### src/rtl/ifu_idu_buf.sv
// ifu_idu_buf: two-entry registered elastic buffer between fetch and decode.
// Optional macro IFU_IDU_BUF_PERF_EN adds saturating stall/bubble counters.
`default_nettype none

module ifu_idu_buf #(
  parameter int CPU_WIDTH = 32,
  parameter int INS_WIDTH = 32
) (
  input  logic                 i_clk,
  input  logic                 i_rst,
  input  logic                 i_pre_valid,
  output logic                 o_pre_ready,
  input  logic [CPU_WIDTH-1:0] i_pc,
  input  logic [INS_WIDTH-1:0] i_ins,
  input  logic                 i_flush,
  output logic                 o_post_valid,
  input  logic                 i_post_ready,
  output logic [CPU_WIDTH-1:0] o_pc,
  output logic [INS_WIDTH-1:0] o_ins,
`ifdef IFU_IDU_BUF_PERF_EN
  output logic [31:0]          o_stall_cnt,
  output logic [31:0]          o_bubble_cnt,
`endif
  output logic [1:0]           o_cnt
);

  localparam logic [1:0] CNT_EMPTY = 2'd0;
  localparam logic [1:0] CNT_ONE   = 2'd1;
  localparam logic [1:0] CNT_FULL  = 2'd2;

  logic [1:0]           cnt;
  logic [CPU_WIDTH-1:0] head_pc;
  logic [INS_WIDTH-1:0] head_ins;
  logic [CPU_WIDTH-1:0] tail_pc;
  logic [INS_WIDTH-1:0] tail_ins;
  logic                 push;
  logic                 pop;

  assign o_pre_ready  = (cnt != CNT_FULL);
  assign o_post_valid = (cnt != CNT_EMPTY);
  assign o_cnt        = cnt;
  assign o_pc         = head_pc;
  assign o_ins        = head_ins;

  assign push = i_pre_valid && o_pre_ready;
  assign pop  = o_post_valid && i_post_ready;

  // Head registers drive the outputs directly; the tail slot only shifts into head.
  always_ff @(posedge i_clk) begin
    if (i_rst) begin
      cnt      <= CNT_EMPTY;
      head_pc  <= '0;
      head_ins <= '0;
    end else if (i_flush) begin
      cnt <= CNT_EMPTY;
    end else begin
      case (cnt)
        CNT_EMPTY: begin
          if (push) begin
            head_pc  <= i_pc;
            head_ins <= i_ins;
            cnt      <= CNT_ONE;
          end
        end
        CNT_ONE: begin
          if (push && pop) begin
            head_pc  <= i_pc;
            head_ins <= i_ins;
          end else if (push) begin
            cnt <= CNT_FULL;
          end else if (pop) begin
            cnt <= CNT_EMPTY;
          end
        end
        CNT_FULL: begin
          if (pop) begin
            head_pc  <= tail_pc;
            head_ins <= tail_ins;
            cnt      <= CNT_ONE;
          end
        end
        default: cnt <= CNT_EMPTY;
      endcase
    end
  end

  // Tail is only meaningful when cnt==2, so it is written on every push without reset.
  always_ff @(posedge i_clk) begin
    if (push) begin
      tail_pc  <= i_pc;
      tail_ins <= i_ins;
    end
  end

`ifdef IFU_IDU_BUF_PERF_EN
  logic [31:0] stall_cnt;
  logic [31:0] bubble_cnt;

  always_ff @(posedge i_clk) begin
    if (i_rst) begin
      stall_cnt  <= '0;
      bubble_cnt <= '0;
    end else begin
      if (i_pre_valid && !o_pre_ready && (stall_cnt != 32'hFFFF_FFFF))
        stall_cnt <= stall_cnt + 32'd1;
      if (i_post_ready && !o_post_valid && (bubble_cnt != 32'hFFFF_FFFF))
        bubble_cnt <= bubble_cnt + 32'd1;
    end
  end

  assign o_stall_cnt  = stall_cnt;
  assign o_bubble_cnt = bubble_cnt;
`endif

endmodule

`default_nettype wire

### config.mk
export PLATFORM = sky130hd
export DESIGN_NAME = ifu_idu_buf
export DESIGN_NICKNAME = d
export VERILOG_FILES = /design/src/rtl/ifu_idu_buf.sv
export SDC_FILE = /design/constraint.sdc
export NUM_CORES = 1
export LEC_CHECK = 0
export ABC_CLOCK_PERIOD_IN_PS = 7280
export CELL_PAD_IN_SITES_DETAIL_PLACEMENT = 1
export CELL_PAD_IN_SITES_GLOBAL_PLACEMENT = 2
export CORE_UTILIZATION = 36
export DETAILED_ROUTE_END_ITERATION = 8
export PLACE_DENSITY = 0.84
export SLEW_MARGIN = 20
export SYNTH_ARGS = -nofsm -noshare
export SYNTH_HDL_FRONTEND = slang
export SYNTH_SLANG_ARGS = --single-unit
### constraint.sdc
create_clock -name i_clk -period 7.28 [get_ports i_clk]
set_clock_uncertainty 0.2 [all_clocks]
set_input_delay 1.092 -clock i_clk [delete_from_list [all_inputs] [get_ports i_clk]]
set_output_delay 1.092 -clock i_clk [all_outputs]
set_load 0.02 [all_outputs]
==> results.md, run 1 <==
- Final nets: roughly 630
- Cell count of the worst reg-to-reg path: 4
- Fraction of layout cells with a size suffix above 1: ~16%
- Largest driver fanout on the critical path: 33
- Distinct cell type count of the synthesized netlist: 28
- FFs w/ async S/R, synth: 0%
- R2R Path Start: o_cnt[1]$_SDFFE_PP0P_
- Maximum level of the CTS H-tree: 4
- Area of the mapped netlist: between 6000 and 7000 um2
- Number of vias after detailed routing: between 4000 and 5000
- Post-placement cell count: ~760
- Setup violations, final: 0
- Largest stage delay, worst path: 0.64 ns
- Layout overhead on the synthesized area: 31.0%
- Power consumption: roughly 1.9 mW
- Kind of capture point of the worst setup path: primary output
- Leading area contributor after synthesis: sky130_fd_sc_hd__edfxtp_1
- Die Footprint: approximately 17000 um2
- Sequential fraction of the synthesis area: a little over half
- Outcome: finished clean
- Number of remaining DRC errors: 0
- Worst hold path startpoint: o_cnt[0]$_SDFFE_PP0P_
- Layout Cells excl Fill: around 790
- Area share of the largest cell type after synthesis: 31.8%
- Synth top cells by count: 66 x sky130_fd_sc_hd__dfxtp_1, 64 x sky130_fd_sc_hd__edfxtp_1, 64 x sky130_fd_sc_hd__mux2i_1, 64 x sky130_fd_sc_hd__nor2b_1, 58 x sky130_fd_sc_hd__o21ai_1
- Commonest register cell after synthesis: sky130_fd_sc_hd__dfxtp_1
- Syn Nets: 519
- Total routed wirelength: around 15 mm
- Worst max-slew margin expressed relative to the limit: between 20% and 30%
- Yosys Warn Count: 0
- Number of hold buffers added after cts: 0
- Clock latency on the worst-skew pair: 0.42 ns
- Pin count of the biggest net entering global routing: 83
- Antenna viol nets, final: 0
- Wire length of the first global-routing pass: 24.4 mm
- Portion of the clock cycle consumed by the worst path in the final layout: between 40% and 50%
- Critical path class: register to primary output
- Count of inserted antenna diode cells: 0
- Detailed Routing Iterations Pass 1: 4
- Min-Delay Path Class: register to register
- Die X-Extent: about 130 um
- Final hold slack: roughly 0.37 ns
- Post-CTS repair timing setup buffer count: 0
- Via-to-Cell Ratio: between 5 and 6
- Crit path required time: ~6.0 ns
- Reported max-cap violation count: 0
- Leak pwr: around 2.8 nW
- Critical path launch point type: register
- Period minus WS final: ~3.4 ns
- Die span in y: ~130 um
- Worst vdd rail ir drop: 0.207 mV
- Core region area: approximately 16000 um2
- Drt initial violations: between 200 and 300
- Clk sinks: 130
- Number of gates resized after cts: 0
- Detailed-placement wirelength estimate: ~9 mm
- TritonCTS clock tree: yes
- Setup total negative slack: 0 ns
- Count of final max-slew check failures: 0
- Synthesized-area fraction occupied by adder cells: 0%
- Number of inserted filler cells in the final layout: 1669
- Syn avg cell area: 13.4 um2
- Top cells by area, synth: sky130_fd_sc_hd__edfxtp_1 32%, sky130_fd_sc_hd__dfxtp_1 22%, sky130_fd_sc_hd__o41ai_2 15%, sky130_fd_sc_hd__mux2i_1 11%, sky130_fd_sc_hd__nor2b_1 6.6%
- Flops & latches, synth: 130
- Slowest cell on the critical path: sky130_fd_sc_hd__and2b_4
- Number of cells on the worst hold path: 2
- Pwr per Cell Area: ~240 nW/um2
- Instance count of the mapped netlist: between 400 and 500
- Number of ports placed on the die boundary: 137
- Worst reg-to-reg setup slack: between 4 and 5 ns
- Endpoint, Worst Hold: o_cnt[1]$_SDFFE_PP0P_
- Clock buffer depth: 2
- Count of flip-flops with a built-in enable after synthesis: between 60 and 70
- Average wire per cell in the routed design: around 19 um
- Root buffer cell: sky130_fd_sc_hd__clkbuf_16
- Maximum clock frequency: ~290 MHz
- Worst-margin pin slew: about 1.1 ns
- Arrival @ worst endpoint: ~2.2 ns
- Top-count cell post-synth: sky130_fd_sc_hd__dfxtp_1
- Starting Density: between 30% and 40%
- Post-route core utilization: 48.1%
- Clock slew at reported path FFs: roughly 0.060 ns
- Post-Synth Simple-Gate Area: 7.59%
- Worst flop-to-flop path endpoint: o_pc[31]$_SDFFE_PP0P_
- Compound-Gate Fraction of Synth Area: 22.3%
- GP Congestion: 0.714
- Critical Path, Cell by Cell: and2b_4 -> inv_2 -> clkdlybuf4s50_1
- All-Layer GR Usage: ~18%
- Dominant combinational cell family by area after synthesis: compound AO/OA/AOI/OAI gates
- Vias in the first global route: 4480
- Overflow left after global routing: 0
- # port buffers: 136
- Antenna violations before repair: 0
- Clock buffers created by TritonCTS: 17
- Unrepaired setup endpoints after global routing: false
- Final hold vios: 0
- Synthesized-area fraction occupied by xor and xnor cells: 0%
- Portion of netlist area occupied by mux cells: a little over a tenth
- Placement Rows: 47
-- cells by family after synthesis --
family / after synthesis
flip-flops: 130
AND/OR/NAND/NOR: 73
AO/OA/AOI/OAI: 133
multiplexers: 64
buffers and inverters: 50
-- per-stage QoR --
step	instance area [um2]	setup WS [ns]
after floorplan	6050	4.05
after global placement	7380	4.06
after detailed placement	7380	3.93
after CTS	7930	3.79
after global routing	7930	3.71
final	7930	3.84
-- routing by layer --
metal | up-vias | GRT usage (%) | part of all wire [%]
met4 | 0 | 7.49 | 1.9
met2 | 112 | 28.4 | 46
met3 | 22 | 6.60 | 6.3
met5 | - | 0 | 0
li1 | 1957 | - | -
met1 | 2059 | 22.1 | 45
-- power breakdown --
group          total (mW)  internal [mW]  switching (mW)
Sequential          0.826          0.811          0.0158
Clock               0.820          0.514           0.306
Combinational       0.219         0.0977           0.121
Total                1.87           1.42           0.443
-- critical path: cells and delay by family, from the launching register on --
family,cells,cell delay [ns]
AND/OR/NAND/NOR,1,0.64
buffers and inverters,2,0.66
flip-flops,1,0.43
-- area by class of cell --
type	instances	area, um2	area share [%]
clock buffer	23	468	5.90
tap	220	275	3.47
sequential	130	3240	40.9
clock inverter	7	83.8	1.06
multi-input combinational	270	2450	30.9
timing repair buffer	142	1400	17.7
inverter	1	3.75	0.0473
-- sequential cells by signal (all words and copies together), names as in the netlist --
name and count:
tail_ins 32, o_cnt 2, o_pc 32, tail_pc 32, o_ins 32
-- how the worst max path moves through the flow --
| stage | slack, ns | start | end |
|---|---|---|---|
| after floorplan | 4.05 | i_pre_valid | tail_ins[0]$_DFFE_PP_ |
| after detailed placement | 3.93 | i_rst | o_pc[31]$_SDFFE_PP0P_ |
| after global routing | 3.71 | o_cnt[1]$_SDFFE_PP0P_ | o_pre_ready |
| after global placement | 4.06 | i_rst | o_pc[15]$_SDFFE_PP0P_ |
| after CTS | 3.79 | o_cnt[1]$_SDFFE_PP0P_ | o_pre_ready |
| final | 3.84 | o_cnt[1]$_SDFFE_PP0P_ | o_pre_ready |
-- layout by cell type, fill, tap and decap left out, drive strengths merged --
cell type,count
a2111oi,1
a21oi,2
and2,1
and2b,2
and3b,1
buf,8
bufinv,2
clkbuf,23
clkdlybuf4s50,134
clkinv,5
dfxtp,66
edfxtp,64
inv,1
mux2i,64
nand2,1
nand2b,1
nand3b,1
nor2b,64
nor3,1
o21a,1
o21ai,64
o22a,1
o41ai,64
or2,1
Note: power is estimated with default switching activity, not from simulation.
==> inputs of run 2 (changes only) <==
--- a/config.mk
+++ b/config.mk
@@ -5,12 +5,12 @@
 export SDC_FILE = /design/constraint.sdc
 export NUM_CORES = 1
 export LEC_CHECK = 0
-export ABC_CLOCK_PERIOD_IN_PS = 7280
+export ABC_CLOCK_PERIOD_IN_PS = 3300
 export CELL_PAD_IN_SITES_DETAIL_PLACEMENT = 1
 export CELL_PAD_IN_SITES_GLOBAL_PLACEMENT = 2
-export CORE_UTILIZATION = 36
+export CORE_UTILIZATION = 34
 export DETAILED_ROUTE_END_ITERATION = 8
-export PLACE_DENSITY = 0.84
+export PLACE_DENSITY = 0.8
 export SLEW_MARGIN = 20
 export SYNTH_ARGS = -nofsm -noshare
 export SYNTH_HDL_FRONTEND = slang
==> constraint.sdc (replaced) <==
create_clock -name i_clk -period 3.3 [get_ports i_clk]
set_clock_uncertainty 0.2 [all_clocks]
set_input_delay 0.495 -clock i_clk [delete_from_list [all_inputs] [get_ports i_clk]]
set_output_delay 0.495 -clock i_clk [all_outputs]
set_load 0.02 [all_outputs]
==> results.md, run 2 (synthesis gave the netlist of run 1 again) <==
- Setup violations, final: 0
- Setup total negative slack: 0 ns
- Root buffer cell: sky130_fd_sc_hd__clkbuf_16
- Antenna violations before repair: 0
- Final standard cell area without fillers: 8180 um2
- Clock latency on the worst-skew pair: approximately 0.41 ns
- Outcome: finished clean
- GP Congestion: around 0.71
- Arrival @ worst endpoint: 1.98 ns
- Final hold vios: 0
- Number of gates resized after cts: 0
- Starting Density: around a third
- All-Layer GR Usage: between 10% and 20%
- Largest driver fanout on the critical path: 20
- Leading cell type in the layout, fill and taps excluded: sky130_fd_sc_hd__clkdlybuf4s50_1
- Via-to-Cell Ratio: between 5 and 6
- Reported max-cap violation count: 0
- Number of remaining DRC errors: 0
- Layout overhead on the synthesized area: 35.2%
- Pwr per Cell Area: roughly 540 nW/um2
- Die X-Extent: about 140 um
- Detailed Routing Iterations Pass 1: 4
- Period minus WS final: 2.68 ns
- Most frequent cells in the layout: 134 x sky130_fd_sc_hd__clkdlybuf4s50_1, 66 x sky130_fd_sc_hd__dfxtp_1, 64 x sky130_fd_sc_hd__mux2i_1, 64 x sky130_fd_sc_hd__nor2b_1, 64 x sky130_fd_sc_hd__edfxtp_1
- Sequential power share: 41.5%
- Overflow left after global routing: 0
- Portion of the clock cycle consumed by the worst path in the final layout: between 80 and 90%
- P_sw: approximately 1.0 mW
- Total routed wirelength: roughly 15 mm
- Fraction of layout cells with a size suffix above 1: 18.1%
- Core region area: between 15000 and 20000 um2
- Unrepaired setup endpoints after global routing: false
- Critical path launch point type: register
- Clk sinks: between 100 and 150
- Average wire per cell in the routed design: about 19 um
- Kind of capture point of the worst setup path: primary output
- Cell count of the worst reg-to-reg path: 4
- # port buffers: approximately 140
- Number of ports placed on the die boundary: 137
- Layout Cells excl Fill: around 810
- Worst max-slew margin expressed relative to the limit: 43.5%
- Clock buffers created by TritonCTS: 17
- Antenna viol nets, final: 0
- Wire length of the first global-routing pass: between 20 and 25 mm
- Min-Delay Path Class: register to register
- Maximum level of the CTS H-tree: 4
- Die span in y: around 140 um
- Post-placement cell count: 774
- Placement Rows: 48
- Die Footprint: between 15000 and 20000 um2
- TritonCTS clock tree: yes
- Crit path required time: between 2 and 3 ns
- Number of vias after detailed routing: 4123
- Number of cells on the worst hold path: 2
- Internal: about 3.4 mW
- Number of inserted filler cells in the final layout: ~1700
- Detailed-placement wirelength estimate: around 9.5 mm
- Worst vdd rail ir drop: approximately 0.35 mV
- Clock power frac: 46.9%
- Final nets: between 600 and 700
- Number of hold buffers added after cts: 0
- Critical path class: register to primary output
- Post-CTS repair timing setup buffer count: 0
- Clock buffer depth: 2
- Area taken by flip-flops and latches: 3240 um2
- Placed cell areas: between 7000 and 8000 um2
- Vias in the first global route: about 4400
- Footprint of the multi-input gates: between 2000 and 2500 um2
- Worst-margin pin slew: between 0.8 and 0.9 ns
- Count of inserted antenna diode cells: 0
- Maximum clock frequency: approximately 370 MHz
- Leak pwr: 2.86 nW
- Pin count of the biggest net entering global routing: approximately 70
- Switching share of total power: 22.7%
- Clock slew at reported path FFs: approximately 0.060 ns
- Power consumption: approximately 4.4 mW
- Power share of the combinational group: between 10% and 20%
- Count of final max-slew check failures: 0
- Drt initial violations: ~170
==> run 2: critical path: stages (launching register included) <==
cell and delay [ns]:
sky130_fd_sc_hd__dfxtp_1 0.36, sky130_fd_sc_hd__and2b_4 0.55, sky130_fd_sc_hd__inv_2 0.09, sky130_fd_sc_hd__clkdlybuf4s50_1 0.56
==> run 2: worst paths after layout <==
kind,slack (ns),start,end
max,0.62,o_cnt[0]$_SDFFE_PP0P_,o_pre_ready
min,0.38,o_cnt[0]$_SDFFE_PP0P_,o_cnt[1]$_SDFFE_PP0P_
max reg2reg,1.08,o_cnt[0]$_SDFFE_PP0P_,o_pc[16]$_SDFFE_PP0P_
min reg2reg,0.38,o_cnt[0]$_SDFFE_PP0P_,o_cnt[1]$_SDFFE_PP0P_
==> run 2: per-layer routing <==
layer	wire [um]	vias up	track usage, %
met5	0	-	0
met4	164	0	5.43
met3	872	12	6.10
met2	7570	94	29.3
met1	6440	2051	19.4
li1	-	1966	-
==> run 2: through the flow <==
step	util, %	hold slack [ns]	setup slack (ns)
floorplan	-	0.365	0.120
global placement	43.4	0.363	0.747
detailed placement	43.4	0.370	0.684
CTS	47.1	0.384	0.562
global route	47.1	0.422	0.479
finish	47.1	0.381	0.625
==> run 2: final cells by class <==
cell class | count | share of cell area (%)
Tap cell | 225 | 3.44
Multi-Input combinational cell | 270 | 30.0
Inverter | 1 | 0.0459
Clock buffer | 24 | 6.14
Clock inverter | 8 | 1.81
Sequential cell | 130 | 39.7
Timing Repair Buffer | 148 | 18.9
==> run 2: power groups by stage <==
| stage | Combinational (mW) | Sequential [mW] | Clock [mW] |
|---|---|---|---|
| 2_1_floorplan | 0.227 | 1.90 | 0 |
| 3_3_place_gp | 0.498 | 1.85 | 0 |
| 3_5_place_dp | 0.514 | 1.85 | 0 |
| 4_1_cts | 0.517 | 1.82 | 2.11 |
| 5_1_grt | 0.544 | 1.83 | 2.16 |
| 6_report | 0.509 | 1.82 | 2.05 |
